$ cat src/rtl/seq_ram_loader.sv
// Streams valid/ready pattern words into consecutive sequence-RAM write locations.
// Optional SEQ_LOADER_CHECKSUM_EN: the s_last beat carries an XOR checksum instead of data.
module seq_ram_loader #(
  parameter int DATA_W = 32,
  parameter int ADDR_W = 7,
  parameter int DEPTH  = 128
) (
  input  logic              CLK_50,
  input  logic              reset,
  input  logic              start,
  input  logic [ADDR_W-1:0] base_addr,
  input  logic [ADDR_W:0]   max_len,
  input  logic [DATA_W-1:0] s_data,
  input  logic              s_valid,
  input  logic              s_last,
  output logic              s_ready,
  output logic [ADDR_W-1:0] wraddress_sig,
  output logic [DATA_W-1:0] data_sig,
  output logic              wren_sig,
  output logic              busy,
  output logic              done,
  output logic              err,
  output logic [ADDR_W:0]   word_count
);

  localparam logic [1:0] S_IDLE  = 2'd0;
  localparam logic [1:0] S_LOAD  = 2'd1;
  localparam logic [1:0] S_DRAIN = 2'd2;
  localparam logic [1:0] S_DONE  = 2'd3;
  localparam logic [ADDR_W:0] DEPTH_C = (ADDR_W+1)'(DEPTH);

  logic [1:0]        state_q, state_d;
  logic [ADDR_W-1:0] base_q, base_d;
  logic [ADDR_W:0]   max_q, max_d;
  logic [ADDR_W:0]   wcnt_q, wcnt_d;
  logic              err_q, err_d;
  logic              wren_q, wren_d;
  logic [ADDR_W-1:0] waddr_q, waddr_d;
  logic [DATA_W-1:0] wdata_q, wdata_d;
  logic              accept, wr, at_limit;
`ifdef SEQ_LOADER_CHECKSUM_EN
  logic [DATA_W-1:0] csum_q, csum_d;
`endif

  assign s_ready       = (state_q == S_LOAD) || (state_q == S_DRAIN);
  assign busy          = (state_q != S_IDLE);
  assign done          = (state_q == S_DONE);
  assign err           = err_q;
  assign word_count    = wcnt_q;
  assign wren_sig      = wren_q;
  assign wraddress_sig = waddr_q;
  assign data_sig      = wdata_q;
  assign accept        = s_valid && s_ready;
  assign at_limit      = (wcnt_q + 1'b1) == max_q;

  always_comb begin
    state_d = state_q;
    base_d  = base_q;
    max_d   = max_q;
    wcnt_d  = wcnt_q;
    err_d   = err_q;
    wren_d  = 1'b0;
    waddr_d = waddr_q;
    wdata_d = wdata_q;
    wr      = 1'b0;
`ifdef SEQ_LOADER_CHECKSUM_EN
    csum_d  = csum_q;
`endif
    case (state_q)
      S_IDLE: if (start) begin
        base_d  = base_addr;
        max_d   = (max_len == '0 || max_len > DEPTH_C) ? DEPTH_C : max_len;
        wcnt_d  = '0;
        err_d   = 1'b0;
`ifdef SEQ_LOADER_CHECKSUM_EN
        csum_d  = '0;
`endif
        state_d = S_LOAD;
      end
      S_LOAD: if (accept) begin
`ifdef SEQ_LOADER_CHECKSUM_EN
        if (s_last) begin
          if (s_data != csum_q) err_d = 1'b1;
          state_d = S_DONE;
        end else begin
          wr = 1'b1;
          if (at_limit) begin
            err_d   = 1'b1;
            state_d = S_DRAIN;
          end
        end
`else
        wr = 1'b1;
        if (s_last) state_d = S_DONE;
        else if (at_limit) begin
          err_d   = 1'b1;
          state_d = S_DRAIN;
        end
`endif
      end
      S_DRAIN: if (accept && s_last) begin
`ifdef SEQ_LOADER_CHECKSUM_EN
        if (s_data != csum_q) err_d = 1'b1;
`endif
        state_d = S_DONE;
      end
      default: state_d = S_IDLE;
    endcase
    // Write address wraps naturally within ADDR_W bits.
    if (wr) begin
      wren_d  = 1'b1;
      waddr_d = base_q + wcnt_q[ADDR_W-1:0];
      wdata_d = s_data;
      wcnt_d  = wcnt_q + 1'b1;
`ifdef SEQ_LOADER_CHECKSUM_EN
      csum_d  = csum_q ^ s_data;
`endif
    end
  end

  always_ff @(posedge CLK_50 or posedge reset) begin
    if (reset) begin
      state_q <= S_IDLE;
      base_q  <= '0;
      max_q   <= '0;
      wcnt_q  <= '0;
      err_q   <= 1'b0;
      wren_q  <= 1'b0;
      waddr_q <= '0;
      wdata_q <= '0;
`ifdef SEQ_LOADER_CHECKSUM_EN
      csum_q  <= '0;
`endif
    end else begin
      state_q <= state_d;
      base_q  <= base_d;
      max_q   <= max_d;
      wcnt_q  <= wcnt_d;
      err_q   <= err_d;
      wren_q  <= wren_d;
      waddr_q <= waddr_d;
      wdata_q <= wdata_d;
`ifdef SEQ_LOADER_CHECKSUM_EN
      csum_q  <= csum_d;
`endif
    end
  end

endmodule

$ cat config.mk
export PLATFORM = sky130hd
export DESIGN_NAME = seq_ram_loader
export DESIGN_NICKNAME = d
export VERILOG_FILES = /design/src/rtl/seq_ram_loader.sv
export SDC_FILE = /design/constraint.sdc
export NUM_CORES = 1
export LEC_CHECK = 0
export ABC_AREA = 1
export BUFFER_PORTS_ARGS = -buffer_cell sky130_fd_sc_hd__buf_2
export CAP_MARGIN = 20
export CORE_ASPECT_RATIO = 0.75
export CORE_MARGIN = 1
export CORE_UTILIZATION = 54
export CTS_CLUSTER_SIZE = 24
export DETAILED_ROUTE_END_ITERATION = 12
export MAX_ROUTING_LAYER = met4
export PLACE_DENSITY = 0.9
export SLEW_MARGIN = 30
export SYNTH_ARGS = -nofsm -noshare
export SYNTH_HDL_FRONTEND = slang
export SYNTH_SLANG_ARGS = --single-unit
$ cat constraint.sdc
create_clock -name CLK_50 -period 5.77 [get_ports CLK_50]
set_clock_uncertainty 0.15 [all_clocks]
set_input_delay 1.154 -clock CLK_50 [delete_from_list [all_inputs] [get_ports CLK_50]]
set_output_delay 1.154 -clock CLK_50 [all_outputs]
set_load 0.03 [all_outputs]
==> flow_summary_export.csv, run 1 <==
group,metric,value,unit
pwr,cellPowerDensity,537,mW/mm2
layout,syn2layout_area_growth,24.0,%
logic_synthesis,ys.flop_type,"dfrtp_1",
global_route,grt_max_degree,67,
pwr,p_seq_share,36.6,%
timing,period_share,47.2,%
floorplan,pin_count,104,
layout,fill_cells,452,
place,port_buffers,103,
pwr,swShare,47.0,%
timing,setup_viol,0,
logic_synthesis,synth_enable_flop_cells,0,
place,gp_congestion,0.898,
clock_tree,clk_pin_slew,0.07,ns
clock_tree,cts_buffer_depth,2,
place,hpwl,5300,um
run_status,status,"finished, final reports clean",
global_route,grt_pass1_vias,2625,
setup_path,start_kind,"flop",
timing,rsz0062_at_grt,"false",
routing,via_per_inst,5.00,
floorplan,initial_utilization,57.6,%
setup_path,cp.arrival,1.42,ns
floorplan,die-area,0.00618,mm2
timing,tns,0,ns
floorplan,core,0.00550,mm2
clock_tree,h-tree-depth,3,
pwr,pwr-share-clk,16.0,%
timing,hold_viol,0,
pwr,p_int,0.00112,W
layout,diodes,0,
clock_tree,cts_setup_buffers,0,
layout,drive_gt1_share,27.6,%
routing,ant_nets,0,
pwr,combPwrFrac,47.4,%
clock_tree,cts_root_buf,"clkbuf_8",
logic_synthesis,syn-cell-area,0.00317,mm2
timing,slew_headroom,44.5,%
clock_tree,cts.hold.buffers_added,0,
global_route,overflow,0,
flow_run,max-cap-violations,0,
routing,avgRoutedWirePerCell,12.6,um
pwr,p_sw,0.000991,W
logic_synthesis,yosysSeqAreaShare,52.2,%
logic_synthesis,async_reset_ff_share,100,%
setup_path,worstPathRequired,4.47,ns
logic_synthesis,synth_nets,458,
routing,wl,7310,um
timing,maxSlewViolCount,0,
routing,route.detailed.drc,0,
logic_synthesis,yosys_warnings,0,
timing,max_slew.worst_pin.slew,0.832,ns
timing,timing.fmax,367,MHz
routing,drtIter0Drc,281,
layout,fin_util,71.4,%
routing,first_pass_iters,5,
setup_path,critPathKind,"reg -> out",
routing,via_count,2894,
floorplan,die_w,90.4,um
logic_synthesis,synthCells,393,
setup_path,path_max_fanout,5,
clock_tree,post_cts_resized,0,
clock_tree,clk_latency,0.34,ns
clock_tree,tritoncts,"done",
floorplan,row_count,23,
setup_path,cp-end-kind,"output port",
pwr,ir_worst_vdd,0.279,mV
floorplan,die_h,68.3,um
logic_synthesis,synth_area_leaders,"dfrtp_1 (52%), nand2_1 (21%), ha_1 (4.7%), inv_1 (3.7%), nand3_1 (3.6%)",
logic_synthesis,synth_seq_cells,66,
layout,num-nets-final,564,
logic_synthesis,yosysTopAreaCellShare,52.2,%
global_route,antenna_found_initial,0,
pwr,p_leak,2.22,nW
logic_synthesis,synth_top_area_cell,"dfrtp_1",
global_route,grt_pass1_wl,11800,um
logic_synthesis,syn_area_per_cell,8.05,um2
clock_tree,cts.sinks,66,
min_path,hp-class,"reg -> reg",
clock_tree,cts_buffers,9,
logic_synthesis,ys_types,22,
global_route,grtUsageTotal,25.7,%
timing,finalCriticalPeriod,2.73,ns
[kinds of logic after synthesis]
kind of cell	share of synthesized area, %
AOI/OAI and AO/OA	5.57
xor gates and xnor gates	1.38
adders and majority gates	5.38
buffers and inverters	5.38
DFF	52.2
and+or+nand+nor	30.1
[placed cells by master, fill, tap and decap left out]
cell type / netlist / routed
nor4_1: 1 / 1
inv_1: 31 / 30
xor2_1: 4 / 4
nand4_1: 2 / 2
nand3_2: 2 / 2
clkinv_2: 0 / 3
clkinvlp_4: 0 / 2
buf_2: 4 / 103
clkinv_1: 1 / 1
fa_1: 1 / 1
nand3_1: 23 / 23
o21ai_0: 21 / 21
a21oi_1: 8 / 8
nand2_1: 178 / 178
nor2_4: 1 / 1
inv_2: 1 / 2
clkbuf_8: 0 / 10
o22ai_1: 5 / 5
dfrtp_1: 66 / 66
clkbuf_1: 7 / 1
buf_4: 0 / 3
nand2_2: 8 / 8
ha_1: 12 / 12
nor2_2: 4 / 5
nor2_1: 12 / 11
xnor2_1: 1 / 1
[metal layers]
layer | vias up | routed length, um | GRT usage [%]
met5 | - | 0 | -
met4 | 0 | 53 | 5.85
met3 | 7 | 559 | 8.00
met2 | 110 | 3410 | 40.7
met1 | 1331 | 3290 | 33.0
li1 | 1446 | - | -
[power by group through the flow]
| stage | registers, W | logic (W) | clock network [W] |
|---|---|---|---|
| 3_5_place_dp | 0.000776 | 0.00100 | 0 |
| 2_1_floorplan | 0.00102 | 0.000468 | 0 |
| 4_1_cts | 0.000771 | 0.00101 | 0.000345 |
| 5_1_grt | 0.000798 | 0.00111 | 0.000366 |
| 3_3_place_gp | 0.000770 | 0.000967 | 0 |
| 6_report | 0.000772 | 0.000999 | 0.000338 |
[cell type report]
| type | instances | area [um2] | area share (%) |
|---|---|---|---|
| Timing Repair Buffer | 106 | 538 | 13.7 |
| Inverter | 33 | 124 | 3.16 |
| Tap cell | 75 | 93.8 | 2.39 |
| Clock inverter | 5 | 30.0 | 0.765 |
| Sequential cell | 66 | 1650 | 42.1 |
| Clock buffer | 11 | 141 | 3.60 |
| Multi-Input combinational cell | 283 | 1350 | 34.3 |
[stage by stage]
| stage | instance area (um2) | instances | total power, W | worst slack, ns | hold WS [ns] |
|---|---|---|---|---|---|
| 2_1_floorplan | 3170 | 393 | 0.00149 | 2.81 | 0.303 |
| 3_3_place_gp | 3750 | 563 | 0.00174 | 2.93 | 0.298 |
| 3_5_place_dp | 3750 | 563 | 0.00178 | 2.88 | 0.307 |
| 4_1_cts | 3930 | 579 | 0.00212 | 3.04 | 0.324 |
| 5_1_grt | 3930 | 579 | 0.00227 | 2.96 | 0.353 |
| 6_report | 3930 | 579 | 0.00211 | 3.04 | 0.321 |
[state kept, by name, summed over array words and instances (netlist names)]
signal / count
data_sig: 32
max_q: 8
word_count: 8
base_q: 7
wraddress_sig: 7
state_q: 2
err: 1
wren_sig: 1
[path summary, 6_finish.rpt]
path	slack, ns	start	depth (start not counted)	end
worst max-delay path	3.04	state_q[0]$_DFFE_PP0P_	3	s_ready
worst min-delay path	0.32	data_sig[2]$_DFFE_PP0P_	2	data_sig[2]$_DFFE_PP0P_
worst max register to register	3.24	state_q[0]$_DFFE_PP0P_	9	word_count[3]$_DFFE_PP0P_
worst min register to register	0.32	data_sig[2]$_DFFE_PP0P_	2	data_sig[2]$_DFFE_PP0P_
max in group asynchronous	4.03	reset	3	data_sig[6]$_DFFE_PP0P_
min in group asynchronous	0.90	reset	3	wraddress_sig[5]$_DFFE_PP0P_
[cell usage after synthesis (2+ instances only)]
master and count:
buf_2 4, nor2_2 4, nand4_1 2, nand3_1 23, a21oi_1 8, nand2_1 178, inv_1 31, xor2_1 4
dfrtp_1 66, o22ai_1 5, o21ai_0 21, nand2_2 8, ha_1 12, nand3_2 2, clkbuf_1 7, nor2_1 12
[critical path, cell delays in order (launching register included)]
cell and delay, ns:
dfrtp_1 0.43, inv_1 0.09, ha_1 0.35, buf_2 0.21
No activity file was read; power rests on OpenSTA's default activity.
==> run 2: changes to the inputs <==
- CORE_UTILIZATION: 54 -> 46
- PLACE_DENSITY: 0.9 -> 0.83
- clock period: 5.77 -> 2.4 ns (I/O delays scaled with it)
==> run 2 against run 1 <==
The flow now finishes with violations (design-rule violations). Combinational power up 150%. Clock power rose to 3.3 times the previous value. Sequential share of layout area down 1.3 points. Core utilization down 8.8 points. Register-to-register slack worse by 2.9 ns. Die area up 17%. Global-route usage down 2.0 points. Setup slack worse by 2.7 ns. Count of clock-buffer cells in the layout unchanged. Wire length up 6.0%. Non-clock buffer count up 6. Critical path type unchanged. Critical endpoint unchanged.
==> flow_summary_export.csv, run 2 (synthesis results as in run 1) <==
group,metric,value,unit
timing,tns,0,ns
place,port_buffers,103,
flow_run,max-cap-violations,0,
floorplan,row_count,25,
timing,hold_viol,0,
run_status,status,"complete, but fails checks",
timing,maxSlewViolCount,0,
clock_tree,cts_root_buf,"clkbuf_8",
floorplan,core,0.00647,mm2
timing,max_slew.worst_pin.slew,0.570,ns
setup_path,cp-end-kind,"output port",
setup_path,critPathKind,"reg -> out",
place,hpwl,5750,um
clock_tree,clk_latency,0.34,ns
routing,wl,7750,um
clock_tree,tritoncts,"done",
global_route,overflow,0,
run_status,violations,"design-rule violations",
pwr,p_total,0.00543,W
timing,setup_viol,0,
setup_path,start_kind,"flop",
global_route,grt_pass1_vias,2786,
timing,rsz0062_at_grt,"false",
clock_tree,clk_pin_slew,0.08,ns
clock_tree,post_cts_resized,0,
clock_tree,cts.hold.buffers_added,0,
clock_tree,cts_buffer_depth,2,
setup_path,path_max_fanout,5,
layout,num-nets-final,570,
layout,drive_gt1_share,28.2,%
layout,syn2layout_area_growth,28.0,%
floorplan,die-area,0.00722,mm2
setup_path,cp.arrival,1.43,ns
layout,layout_commonest_cell,"nand2_1",
routing,ant_nets,0,
layout,final_cell_mix,"nand2_1 (178), buf_2 (103), dfrtp_1 (66)",
timing,timing.fmax,486,MHz
floorplan,die_h,73.8,um
routing,drtIter0Drc,157,
place,gp_congestion,0.872,
global_route,grt_pass1_wl,12700,um
routing,first_pass_iters,8,
routing,via_count,2915,
timing,finalCriticalPeriod,2.06,ns
routing,via_per_inst,4.93,
setup_path,worstPathRequired,1.77,ns
floorplan,pin_count,104,
pwr,ir_worst_vdd,0.596,mV
layout,largest_reg_flops,32,
clock_tree,cts.sinks,66,
routing,avgRoutedWirePerCell,13.1,um
floorplan,die_w,97.8,um
clock_tree,h-tree-depth,3,
timing,slew_headroom,61.9,%
global_route,grtUsageTotal,23.7,%
pwr,p_leak,2.28,nW
layout,diodes,0,
global_route,grt_max_degree,39,
clock_tree,cts_setup_buffers,0,
setup_path,worst-r2r-setup-slack,0.35,ns
floorplan,initial_utilization,48.9,%
routing,route.detailed.drc,12,
pwr,cellPowerDensity,1340,mW/mm2
timing,whs,0.0418,ns
min_path,hp-class,"in -> async",
timing,period_share,85.7,%
clock_tree,cts_buffers,9,
global_route,antenna_found_initial,0,
[run 2: changes by cell type in the layout (fill, tap and decap cells not counted), sizes merged]
cell	previous run	this run
clkinvlp	2	1
bufinv	0	3
clkinv	4	2
buf	106	112
[run 2: cell type report]
cell class	count	area, um2
flip-flops and latches	66	1650
inverters	33	124
multi-input cells	283	1350
fillers	533	2420
clock inverters	5	103
clock buffers	11	131
repair buffers	112	596
well taps	81	101
[run 2: critical path, stage by stage (launching register included)]
cell and delay, ns:
dfrtp_1 0.43, inv_1 0.09, ha_1 0.35, buf_2 0.22
[run 2: where the power goes]
| part | internal [W] | leakage [nW] | switching, W | total (W) |
|---|---|---|---|---|
| registers | 0.00157 | 0.849 | 0.000264 | 0.00184 |
| logic | 0.000755 | 1.32 | 0.00172 | 0.00248 |
| clock network | 0.000689 | 0.114 | 0.000425 | 0.00111 |
| total | 0.00302 | 2.28 | 0.00241 | 0.00543 |
[run 2: path summary, 6_finish.rpt]
| kind | start | endpoint | cells past startpoint |
|---|---|---|---|
| worst max-delay path | state_q[0]$_DFFE_PP0P_ | s_ready | 3 |
| worst min-delay path | reset | base_q[4]$_DFFE_PP0P_ | 2 |
| worst max register to register | word_count[1]$_DFFE_PP0P_ | wraddress_sig[6]$_DFFE_PP0P_ | 8 |
| worst min register to register | data_sig[1]$_DFFE_PP0P_ | data_sig[1]$_DFFE_PP0P_ | 2 |
| max in group asynchronous | reset | max_q[7]$_DFFE_PP0P_ | 3 |
| min in group CLK_50 | base_addr[0] | base_q[0]$_DFFE_PP0P_ | 3 |
[run 2: metal layers]
layer / part of all wire [%] / vias up / GRT usage [%]
met5: 0 / - / -
met4: 1.4 / 0 / 8.59
met3: 6.9 / 17 / 7.14
met2: 47 / 96 / 36.8
met1: 44 / 1344 / 29.8
li1: - / 1458 / -
[run 2: metrics by stage]
step,utilization [%],cells,setup WS [ns],area (um2)
detailed placement,59.0,575,0.371,3820
CTS,62.6,591,0.319,4050
finish,62.6,591,0.344,4050
global placement,59.0,575,0.451,3820
global route,62.6,591,0.112,4050
floorplan,-,393,0.115,3170
